## src/rtl/disp_pkg.sv

```systemverilog
// Shared types and constants for the display-sharing controller.
// Holds the ownership FSM encoding and the idle/blank output patterns.
// Imported by disp_share_ctrl and hex_to_seg.
package disp_pkg;

  // Display ownership: nobody, client 0 or client 1
  typedef enum logic [1:0] {
    IDLE = 2'd0,
    OWN0 = 2'd1,
    OWN1 = 2'd2
  } state_t;

  // Active-low patterns: all segments dark, all anodes off
  localparam logic [6:0] SEG_BLANK  = 7'h7F;
  localparam logic [3:0] AN_OFF     = 4'b1111;
  localparam int         NUM_DIGITS = 4;
  localparam int         IDX_W      = $clog2(NUM_DIGITS);

endpackage

```

## src/rtl/hex_to_seg.sv

```systemverilog
// Hex nibble to active-low 7-segment pattern, bit order {g,f,e,d,c,b,a}.
// Purely combinational, zero latency.
// Standard 0-9 / A-F glyphs (lower-case b and d).
module hex_to_seg
  import disp_pkg::*;
(
  input  logic [3:0] nibble,
  output logic [6:0] seg
);

  // Font lookup; a lit segment is a 0
  always_comb begin
    seg = SEG_BLANK;
    case (nibble)
      4'h0: seg = 7'h40;
      4'h1: seg = 7'h79;
      4'h2: seg = 7'h24;
      4'h3: seg = 7'h30;
      4'h4: seg = 7'h19;
      4'h5: seg = 7'h12;
      4'h6: seg = 7'h02;
      4'h7: seg = 7'h78;
      4'h8: seg = 7'h00;
      4'h9: seg = 7'h10;
      4'hA: seg = 7'h08;
      4'hB: seg = 7'h03;
      4'hC: seg = 7'h46;
      4'hD: seg = 7'h21;
      4'hE: seg = 7'h06;
      4'hF: seg = 7'h0E;
      default: seg = SEG_BLANK;
    endcase
  end

endmodule

```

## src/rtl/disp_share_ctrl.sv

```systemverilog
// Shares one 4-digit 7-seg display between two requesters with round-robin and a minimum hold.
// Ownership changes only at frame boundaries; an/seg are registered one cycle after idx/state.
// Optional build macro LEADING_ZERO_BLANK_EN blanks leading zero digits (digit0 never blanked).
module disp_share_ctrl
  import disp_pkg::*;
#(
  parameter int SCAN_DIV_BITS = 17,
  parameter int HOLD_SCANS    = 4
) (
  input  logic        clk,
  input  logic        reset,
  input  logic        req0,
  input  logic [15:0] data0,
  input  logic        req1,
  input  logic [15:0] data1,
  output logic        gnt0,
  output logic        gnt1,
  output logic [3:0]  an,
  output logic [6:0]  seg
);

  localparam int HOLD_W = $clog2(HOLD_SCANS + 1);
  localparam logic [HOLD_W-1:0] HOLD_MAX  = HOLD_W'(HOLD_SCANS);
  localparam logic [IDX_W-1:0]  LAST_IDX  = IDX_W'(NUM_DIGITS - 1);

  logic [SCAN_DIV_BITS-1:0] cnt;
  logic                     tick;
  logic                     fb;
  logic [IDX_W-1:0]         idx, idx_nxt;
  state_t                   state, state_nxt;
  logic                     rr_ptr, rr_nxt;
  logic [HOLD_W-1:0]        hold_cnt, hold_nxt;
  logic [15:0]              own_data;
  logic [3:0]               nibble;
  logic [6:0]               hex_seg;
  logic                     blank;

  assign tick = &cnt;
  assign fb   = tick && (idx == LAST_IDX);

  // Free-running scan divider; the all-ones value is the one-cycle tick
  always_ff @(posedge clk) begin
    if (reset) cnt <= '0;
    else       cnt <= cnt + 1'b1;
  end

  // Ownership FSM next state, digit index, round-robin pointer and hold counter
  always_comb begin
    state_nxt = state;
    rr_nxt    = rr_ptr;
    hold_nxt  = hold_cnt;
    idx_nxt   = tick ? idx + 1'b1 : idx;
    case (state)
      IDLE: begin
        if (tick && (req0 || req1)) begin
          if (req0 && req1) state_nxt = rr_ptr ? OWN1 : OWN0;
          else              state_nxt = req0 ? OWN0 : OWN1;
          // New owner always starts its first frame on digit0
          idx_nxt = '0;
        end
      end
      OWN0: begin
        if (fb) begin
          if (!req0)                             state_nxt = req1 ? OWN1 : IDLE;
          else if (req1 && hold_cnt >= HOLD_MAX) state_nxt = OWN1;
        end
      end
      OWN1: begin
        if (fb) begin
          if (!req1)                             state_nxt = req0 ? OWN0 : IDLE;
          else if (req0 && hold_cnt >= HOLD_MAX) state_nxt = OWN0;
        end
      end
      default: state_nxt = IDLE;
    endcase
    if (state_nxt != state) begin
      hold_nxt = '0;
      if (state_nxt == OWN0) rr_nxt = 1'b1;
      if (state_nxt == OWN1) rr_nxt = 1'b0;
    end else if (fb && (hold_cnt < HOLD_MAX)) begin
      hold_nxt = hold_cnt + 1'b1;
    end
  end

  // State registers; grants mirror the registered state
  always_ff @(posedge clk) begin
    if (reset) begin
      state    <= IDLE;
      idx      <= '0;
      rr_ptr   <= 1'b0;
      hold_cnt <= '0;
      gnt0     <= 1'b0;
      gnt1     <= 1'b0;
    end else begin
      state    <= state_nxt;
      idx      <= idx_nxt;
      rr_ptr   <= rr_nxt;
      hold_cnt <= hold_nxt;
      gnt0     <= (state_nxt == OWN0);
      gnt1     <= (state_nxt == OWN1);
    end
  end

  // Owner's digits are taken live, not latched at grant time
  assign own_data = (state == OWN1) ? data1 : data0;
  assign nibble   = own_data[{idx, 2'b00} +: 4];

  hex_to_seg u_hex (
    .nibble (nibble),
    .seg    (hex_seg)
  );

`ifdef LEADING_ZERO_BLANK_EN
  // Blank digit k when it and every higher nibble are zero
  always_comb begin
    blank = 1'b0;
    case (idx)
      2'd1:    blank = (own_data[15:4]  == 12'h000);
      2'd2:    blank = (own_data[15:8]  == 8'h00);
      2'd3:    blank = (own_data[15:12] == 4'h0);
      default: blank = 1'b0;
    endcase
  end
`else
  assign blank = 1'b0;
`endif

  // Registered display drive: one anode per scan slot, dark when unowned
  always_ff @(posedge clk) begin
    if (reset || state == IDLE) begin
      an  <= AN_OFF;
      seg <= SEG_BLANK;
    end else begin
      an  <= ~(4'b0001 << idx);
      seg <= blank ? SEG_BLANK : hex_seg;
    end
  end

endmodule

```

## config.mk

```make
export PLATFORM = sky130hd
export DESIGN_NAME = disp_share_ctrl
export DESIGN_NICKNAME = d
export VERILOG_FILES = /design/src/rtl/disp_pkg.sv /design/src/rtl/hex_to_seg.sv /design/src/rtl/disp_share_ctrl.sv
export SDC_FILE = /design/constraint.sdc
export NUM_CORES = 1
export LEC_CHECK = 0
export CORE_ASPECT_RATIO = 1.25
export CORE_MARGIN = 3
export CORE_UTILIZATION = 49
export CTS_BUF_LIST = sky130_fd_sc_hd__clkbuf_4 sky130_fd_sc_hd__clkbuf_8 sky130_fd_sc_hd__clkbuf_16
export CTS_CLUSTER_SIZE = 16
export DETAILED_ROUTE_END_ITERATION = 10
export PLACE_DENSITY = 0.86
export SKIP_CTS_REPAIR_TIMING = 1
export SLEW_MARGIN = 20
export SYNTH_ARGS = -nofsm -noshare
export SYNTH_HDL_FRONTEND = slang
export SYNTH_SLANG_ARGS = --single-unit
```

## constraint.sdc

```tcl
create_clock -name clk -period 4 [get_ports clk]
set_input_delay 0.8 -clock clk [delete_from_list [all_inputs] [get_ports clk]]
set_output_delay 0.8 -clock clk [all_outputs]
set_load 0.02 [all_outputs]
```

# After elaboration in Yosys (flattened, before gate mapping)
# Memory sizes are Yosys's and may differ from the RTL's. A register that Yosys moved wholly into a read port is not among the register bits.
# Cells that the tools add are included.
# op_classes
addsub,3
magnitude_cmp,2
eq_ne,6
n_shift,2
muxes,19
n_bitwise,1
n_reduce_logical,13
# ops
op,n
2-bit 2-to-1 mux,14
17-bit by 1-bit adder with 17-bit output (second input constant),1
17-bit AND reduction,1
16-bit 2-to-1 mux,1
16-bit by 5-bit variable part select with 4-bit output,1
2-bit equality test (second input constant),3
1-bit logical AND,6
2-bit case mux with 3 select lines,1
2-bit by 1-bit equality test with 1-bit output (second input constant),2
4-bit inverter,1
1-bit by 2-bit left shift with 4-bit output (first input constant),1
3-bit by 1-bit adder with 3-bit output (second input constant),1
3-bit >= comparator (second input constant),1
3-bit less-than comparator (second input constant),1
1-bit 2-to-1 mux,3
2-bit by 1-bit adder with 2-bit output (second input constant),1
2-bit logical NOT,1
1-bit logical OR,2
2-bit inequality test,1
2-bit AND reduction,1
2-bit nonzero test,1
2-bit OR reduction,1
# totals
register_bits,31
mem_bits_ro,112
inputBits,36
out_inout_bits,13
word_cells,55
mem_count,1
# memory_table
name,words,width,read_ports,rd_ports_with_merged_regs,wr,line,source
(name not given),16,7,1,1,0,hex_to_seg.sv:14,case (nibble)

# Depth between registers and ports, before layout
# Gate-level depths: netlist of the first run.
# depth
depth_word,9
mapped_depth,16
ltp_nobuf,15

# Hierarchy
# From an unflattened synthesis of the first run, not the netlist that was laid out.
# unflattened
hier_cells,226
hier_area_um2,2128.3
# modules_own_cells
mod,instances,cells_per_inst,area_each_um2,seq_area_each_um2
disp_share_ctrl,1,191,1856.8,760.7
hex_to_seg,1,35,271.5,0.0

# Worst setup path before layout of the first run
# OpenSTA, ideal clock, no wires.
# synth_path
path_kind,register -> register
start,register cnt[0]
end,register rr_ptr
setup_time_ps,115
arrival_time_ps,2968
required_ps,3885
path_slack_ps,918
stages_incl_launch_ff,16
path_buffers,1
period_less_slack_ps,3082
cell_sequence,dfxtp_1 > ha_1 > nand3_1 > nor3_1 > and3_1 > ha_1 > clkbuf_1 > nand2_1 > o21ai_0 > nor3b_1 > inv_1 > ha_1 > a21o_1 > o22ai_1 > a21oi_1 > o21a_1
# synth_via
elab_chain_len,7
elab_cells_between_ends,13
cone_classes,eq/ne: 3; mux: 5; reduce/logical: 5
# synth_rtl
element,line,source
"start, declared",disp_share_ctrl.sv:26,logic [SCAN_DIV_BITS-1:0] cnt;
"start signal, assigned",disp_share_ctrl.sv:44,else cnt <= cnt + 1'b1;
17-bit AND reduction *,disp_share_ctrl.sv:38,assign tick = &cnt;
1-bit logical AND (on tied branches),"disp_share_ctrl.sv:39, disp_share_ctrl.sv:55",
2-bit 2-to-1 mux (on tied branches),"disp_share_ctrl.sv:69, disp_share_ctrl.sv:55, disp_share_ctrl.sv:63",
2-bit case mux with 3 select lines *,disp_share_ctrl.sv:53,case (state)
named net state_nxt[1],disp_share_ctrl.sv:30,"state_t state, state_nxt;"
2-bit by 1-bit equality test with 1-bit output / 2-bit equality test (equally long branches),"disp_share_ctrl.sv:78, disp_share_ctrl.sv:79",
2-bit nonzero test (no source line),--,
2-bit AND reduction (no source line),--,
"end signal, assigned",disp_share_ctrl.sv:97,rr_ptr <= rr_nxt;
"end, declared",disp_share_ctrl.sv:31,"logic rr_ptr, rr_nxt;"
# The timed path passes the listed nets; every way through them passes the cells marked *.
# A chain may end at the register's enable or synchronous reset.

# Worst setup path in the final report of the first run
# Ends and elaborated chain as after synthesis.

==> flow_summary.toml, run 1 <==
[power_and_ir_drop]
pnr_total_power_mw = 0.733
leakage_nw = 1.03
power.ir.vdd_worst_mv = 0.273
powerDensity_nw_per_um2 = 274

[floorplanning]
ios = 49
core_area_um2 = 3910
die-height_um = 78.6
die-width_um = 64.1
row_count = 25
initial_core_util = 0.528
floorplan.die_area_um2 = 5040

[yosys]
synth.lib_cells_used.distinct = 48
ys_ff_latch = 38
ys_seq_area_frac = 0.368
ys.flop_type = "sky130_fd_sc_hd__dfxtp_1"
synth.top_cells.by_area = "sky130_fd_sc_hd__dfxtp_1 (37%), sky130_fd_sc_hd__ha_1 (9.1%), sky130_fd_sc_hd__mux4_2 (6.5%)"
synth-edff-count = 0
mean_instance_size_in_the_synthesized_netlist_um2 = 9.26
synthArstFlopShare = 0
ys_warnings = 0
synth_top_cell_by_area = "sky130_fd_sc_hd__dfxtp_1"
synthCells = 223
area_share_of_the_largest_cell_type_after_synthesis = 0.368
synth.cell_area_um2 = 2070
syn-num-nets = 274

[critical_path]
worstSetupPathType = "register to register"
critPathArrivalTime_ns = 3.55
timing.critical_path.from_type = "register"
largest_fanout_of_any_net_on_the_critical_path = 10
endpoint_type_of_the_worst_setup_path = "register"
critical_path_required_ns = 4.19

[clock_tree]
clock_sinks = 38
cts.clk_slew.worst_paths_ns = 0.07
insertion_delay_ns = 0.29
cts_root_buf = "sky130_fd_sc_hd__clkbuf_8"
tritoncts = "yes"
ctsLongestPathBuffers = 2
numCtsBuffers = 5
clock_tree.htree_level_count = 2

[placed_design]
dp_hpwl_um = 3610
port_buffers = 48
final_gp_congestion = 0.851

[sta]
number_of_max_slew_violations_in_the_final_report = 0
maxSlewHeadroom = 0.537
max_freq_mhz = 297
fin_skew_ns = 0.00376
timing.final.setup_violations = 0
worst_slew_pin_slew_ns = 0.691
number_of_failing_hold_endpoints_at_the_final_stage = 0
rsz0062_at_grt = "no"
setup-tns-final_ns = 0
time_the_final_worst_path_needs_with_i_o_delays_and_setup_ns = 3.36
min_period_over_period = 0.840

[detailed_routing]
avgRoutedWirePerCell_um = 14.2
remaining_drc_errors = 0
dr_total_vias = 1778
drt_first_pass_iters = 4
drt_wl_total_um = 4620
number_of_nets_with_antenna_violations_after_routing = 0
detailedRoute.firstIterationViolations = 54
vias_per_cell = 5.47

[finish]
multi_input_area_um2 = 1210
drive_gt1_frac = 0.0849
antenna_cells_inserted = 0
total_of_fill_cells_in_the_finished_design = 291
layout-area-overhead-vs-synth_pct = 29.3
final_net_count = 321
seqCellArea_um2 = 761

[outcome]
status = "completed"

[global_routing]
grt_pass1_wl_um = 7990
grt_overflow = 0
grt_pass1_vias = 1778
grtUsageTotal = 0.202
number_of_antenna_violations_at_the_first_check_in_global_routing = 0
maximum_number_of_pins_on_one_net_before_global_route_repair = 28

[run]
drv_cap = 0

[min_path]
worst_hold_path_type = "register to register"
[metal layers]
layer / vias up / routed length (um) / global-route usage
li1: 877 / - / -
met1: 844 / 1740 / 0.207
met2: 47 / 2630 / 0.388
met3: 10 / 150 / 0.0329
met4: 0 / 95 / 0.0929
met5: - / 0 / 0
[per-stage QoR]
step | utilization | instances | setup slack [ns] | hold WS [ns] | cell area (um2)
3_5_place_dp | 0.659 | 317 | 0.681 | 0.455 | 2570
6_report | 0.683 | 325 | 0.638 | 0.463 | 2670
5_1_grt | 0.683 | 325 | 0.310 | 0.487 | 2670
4_1_cts | 0.683 | 325 | 0.647 | 0.472 | 2670
2_1_floorplan | - | 223 | 0.918 | 0.430 | 2070
3_3_place_gp | 0.659 | 317 | 0.804 | 0.443 | 2570
[registers in the layout, indices dropped and copies added (netlist names)]
| signal | count |
|---|---|
| state | 2 |
| gnt0 | 1 |
| cnt | 17 |
| rr_ptr | 1 |
| idx | 2 |
| hold_cnt | 3 |
| gnt1 | 1 |
| seg | 7 |
| an | 4 |
[synth_stat cells (5+ instances only)]
master                      number
sky130_fd_sc_hd__a21oi_1        12
sky130_fd_sc_hd__a2111oi_0       5
sky130_fd_sc_hd__ha_1           15
sky130_fd_sc_hd__xor2_1          8
sky130_fd_sc_hd__inv_1           9
sky130_fd_sc_hd__nor2b_1         5
sky130_fd_sc_hd__nand3_1        10
sky130_fd_sc_hd__nand2_1        17
sky130_fd_sc_hd__clkbuf_1        5
sky130_fd_sc_hd__dfxtp_1        38
sky130_fd_sc_hd__nor2_1         27
sky130_fd_sc_hd__xnor2_1         6
sky130_fd_sc_hd__o21ai_0         5
sky130_fd_sc_hd__mux4_2          6
[critical path, stage by stage, from the launching register on]
cell                      delay, ns
sky130_fd_sc_hd__dfxtp_1       0.38
sky130_fd_sc_hd__ha_1          0.20
sky130_fd_sc_hd__nand3_1       0.17
sky130_fd_sc_hd__nor3_1        0.33
sky130_fd_sc_hd__and3_1        0.21
sky130_fd_sc_hd__ha_1          0.33
sky130_fd_sc_hd__nand2_1       0.17
sky130_fd_sc_hd__o21ai_0       0.25
sky130_fd_sc_hd__nor3b_1       0.34
sky130_fd_sc_hd__inv_1         0.09
sky130_fd_sc_hd__ha_1          0.29
sky130_fd_sc_hd__a21o_1        0.15
sky130_fd_sc_hd__o22ai_1       0.16
sky130_fd_sc_hd__a21oi_1       0.09
sky130_fd_sc_hd__o21a_1        0.10
[cells by family (layout without fill, tap and decap cells)]
logic type / Yosys count / in the layout / synth area share
AND/OR/NAND/NOR: 84 / 84 / 0.205
flip-flops: 38 / 38 / 0.368
AO/OA/AOI/OAI: 38 / 38 / 0.123
buffers and inverters: 21 / 69 / 0.0478
XOR/XNOR: 14 / 14 / 0.0594
multiplexers: 13 / 13 / 0.105
adder cells (fa/ha/maj): 15 / 15 / 0.0909
[cells in the final DEF, fill, tap and decap left out, drive strengths merged, types with 2 or more instances in the layout]
cell type      instances
ha                    15
mux2i                  3
clkbuf                 6
o221ai                 2
a21oi                 12
mux2                   4
nor2b                  6
nand3                 10
xor2                   8
o211ai                 2
a2111oi                5
buf                    3
o21ai                  6
or2                    2
xnor2                  6
nor3                   2
and3                   2
clkinv                 2
clkdlybuf4s50         48
nand2b                 4
inv                    9
nand4                  4
and3b                  4
dfxtp                 38
nand2                 17
a21boi                 2
nor2                  27
mux4                   6
[final timing paths]
| check | from | end | slack (ns) | cells after the start |
|---|---|---|---|---|
| max | cnt[0]$_SDFF_PP0_ | rr_ptr$_SDFFE_PP0P_ | 0.64 | 14 |
| min reg2reg | cnt[0]$_SDFF_PP0_ | cnt[0]$_SDFF_PP0_ | 0.46 | 1 |
| min | cnt[0]$_SDFF_PP0_ | cnt[0]$_SDFF_PP0_ | 0.46 | 1 |
| max reg2reg | cnt[0]$_SDFF_PP0_ | rr_ptr$_SDFFE_PP0P_ | 0.64 | 14 |
[power breakdown]
group | total, mW | leakage (nW) | internal, mW | switching (mW)
logic | 0.0760 | 0.671 | 0.0482 | 0.0278
clock network | 0.274 | 0.0472 | 0.138 | 0.135
registers | 0.383 | 0.307 | 0.381 | 0.00233
total | 0.733 | 1.03 | 0.567 | 0.165
[cell type report]
cell class,count,share of cell area
clock inverters,2,0.00469
multi-input cells,164,0.452
well taps,54,0.0253
clock buffers,6,0.0309
repair buffers,51,0.188
inverters,10,0.0141
flip-flops and latches,38,0.285
Note: power is estimated with default switching activity, not from simulation.
==> run 2, diff against run 1 <==
==> constraint.sdc (replaced) <==
create_clock -name clk -period 3.15 [get_ports clk]
set_input_delay 0.63 -clock clk [delete_from_list [all_inputs] [get_ports clk]]
set_output_delay 0.63 -clock clk [all_outputs]
set_load 0.02 [all_outputs]
==> run 2 against run 1 <==
Effect of this change:
- total power grew 36%
- critical path type unchanged
- non-clock buffer count grew 5
- clock power grew 51%
- first-iteration DRC count grew 120%
- global-route usage grew 0.072 points
- register-to-register slack lost 0.39 ns
- clock skew is essentially flat
- final cell count grew 1.5%
- wire length grew 1.0%
- critical path depth grew 2
==> flow_summary.toml, run 2 (synthesized netlist as in run 1, its figures left out) <==
[outcome]
status = "completed"

[floorplanning]
core_area_um2 = 3910
floorplan.die_area_um2 = 5040
ios = 49
die-height_um = 78.6
initial_core_util = 0.528
row_count = 25
die-width_um = 64.1

[finish]
reg_top3 = "cnt (17), seg (7), an (4)"
antenna_cells_inserted = 0
final_common_cell = "sky130_fd_sc_hd__clkdlybuf4s50_1"
layout-area-overhead-vs-synth_pct = 32.5
top_register = "cnt"
drive_gt1_frac = 0.109
finalInstanceArea_um2 = 2740
total_of_fill_cells_in_the_finished_design = 281
largest_register_ff_count = 17
mostFrequentLayoutCells = "sky130_fd_sc_hd__clkdlybuf4s50_1 (48), sky130_fd_sc_hd__dfxtp_1 (38), sky130_fd_sc_hd__nor2_1 (27)"
final_net_count = 326

[placed_design]
dp_hpwl_um = 3630
placed_cell_area_um2 = 2610
final_gp_congestion = 0.872
port_buffers = 48

[sta]
worst_slew_pin_slew_ns = 0.706
setup-tns-final_ns = 0
number_of_failing_hold_endpoints_at_the_final_stage = 0
time_the_final_worst_path_needs_with_i_o_delays_and_setup_ns = 2.90
max_freq_mhz = 345
number_of_max_slew_violations_in_the_final_report = 0
min_period_over_period = 0.920
maxSlewHeadroom = 0.527
fin_skew_ns = 0.00400
timing.final.setup_violations = 0

[global_routing]
grt_pass1_vias = 1789
grtUsageTotal = 0.202
grt_pass1_wl_um = 8030
grt_overflow = 0
maximum_number_of_pins_on_one_net_before_global_route_repair = 19
number_of_antenna_violations_at_the_first_check_in_global_routing = 0

[critical_path]
cp_common_cell = "sky130_fd_sc_hd__ha_1"
timing.critical_path.from_type = "register"
critPathArrivalTime_ns = 3.09
worstSetupPathType = "register to register"
cp_slowest_cell = "sky130_fd_sc_hd__dfxtp_1"
largest_fanout_of_any_net_on_the_critical_path = 9
kind_of_cell_with_the_highest_combined_delay_on_the_critical_path = "simple AND/OR/NAND/NOR gates"
worstPathCellList = "ha_1, nand3_1, nor3_2, and3_1, ha_1, buf_4, nand4_1, a21oi_1, nor2b_1, nor3b_2, inv_1, ha_1, a21o_1, o22ai_1, a21oi_1, o21a_1"
path_buf_inv = 2
endpoint_type_of_the_worst_setup_path = "register"
critical_path_required_ns = 3.34
critical_path.max_stage_delay_ns = 0.38

[power_and_ir_drop]
leakage_nw = 1.06
power.ir.vdd_worst_mv = 0.269
powerDensity_nw_per_um2 = 364

[clock_tree]
ctsLongestPathBuffers = 2
numCtsBuffers = 5
tritoncts = "yes"
cts.clk_slew.worst_paths_ns = 0.08
clock_tree.htree_level_count = 2
insertion_delay_ns = 0.29
clock_sinks = 38
cts_root_buf = "sky130_fd_sc_hd__clkbuf_8"

[detailed_routing]
number_of_nets_with_antenna_violations_after_routing = 0
avgRoutedWirePerCell_um = 14.1
dr_total_vias = 1787
remaining_drc_errors = 0
vias_per_cell = 5.42
drt_wl_total_um = 4660
drt_first_pass_iters = 4
detailedRoute.firstIterationViolations = 118

[min_path]
worst_hold_path_type = "register to register"

[run]
drv_cap = 0
run 2: cell types whose count changed in the layout (fill, tap and decap cells not counted), sizes merged:
cell / previous run / this run
clkinvlp: 1 / 2
buf: 3 / 8
bufinv: 0 / 1
clkbuf: 6 / 5
clkinv: 2 / 1
run 2: final timing paths:
check                         start  cells after the start             endpoint  slack (ns)
hold / removal    cnt[0]$_SDFF_PP0_                      1    cnt[0]$_SDFF_PP0_        0.48
setup reg to reg  cnt[0]$_SDFF_PP0_                     16  rr_ptr$_SDFFE_PP0P_        0.25
setup / recovery  cnt[0]$_SDFF_PP0_                     16  rr_ptr$_SDFFE_PP0P_        0.25
hold reg to reg   cnt[0]$_SDFF_PP0_                      1    cnt[0]$_SDFF_PP0_        0.48
run 2: final cells by class:
type / instances / area [um2] / share of cell area
clock buffer: 5 / 68.8 / 0.0251
tap: 54 / 67.6 / 0.0247
sequential: 38 / 761 / 0.278
multi-input combinational: 164 / 1220 / 0.444
clock inverter: 3 / 45.0 / 0.0165
inverter: 10 / 37.5 / 0.0137
timing repair buffer: 56 / 541 / 0.198
run 2: where the power goes:
part           leakage (nW)  switching, mW  internal [mW]  total (mW)
logic                 0.698         0.0360         0.0620      0.0980
clock network        0.0504          0.177          0.235       0.413
registers             0.307        0.00293          0.483       0.486
total                  1.06          0.216          0.781       0.997
run 2: stage by stage:
stage           util  hold WS [ns]  instances  worst slack [ns]  total power [mW]
6_report       0.700         0.478        330             0.251             0.997
2_1_floorplan      -         0.430        223            0.0677             0.539
3_5_place_dp   0.668         0.464        322            0.0549             0.595
5_1_grt        0.700         0.514        330           -0.0542              1.04
3_3_place_gp   0.668         0.445        322             0.121             0.592
4_1_cts        0.697         0.483        330            0.0405              1.01
run 2: worst reg2reg max path, stage by stage, from the launching register on:
cell,delay (ns)
sky130_fd_sc_hd__dfxtp_1,0.38
sky130_fd_sc_hd__ha_1,0.19
sky130_fd_sc_hd__nand3_1,0.11
sky130_fd_sc_hd__nor3_2,0.22
sky130_fd_sc_hd__and3_1,0.21
sky130_fd_sc_hd__ha_1,0.17
sky130_fd_sc_hd__buf_4,0.16
sky130_fd_sc_hd__nand4_1,0.09
sky130_fd_sc_hd__a21oi_1,0.17
sky130_fd_sc_hd__nor2b_1,0.18
sky130_fd_sc_hd__nor3b_2,0.07
sky130_fd_sc_hd__inv_1,0.06
sky130_fd_sc_hd__ha_1,0.24
sky130_fd_sc_hd__a21o_1,0.17
sky130_fd_sc_hd__o22ai_1,0.16
sky130_fd_sc_hd__a21oi_1,0.10
sky130_fd_sc_hd__o21a_1,0.11
run 2: per-layer routing:
metal,routed length [um],vias up,share of wire,track usage
met5,0,-,0,0
met4,71,0,0.015,0.0756
met3,136,8,0.029,0.0486
met2,2660,38,0.57,0.388
met1,1790,854,0.38,0.206
li1,-,887,-,-
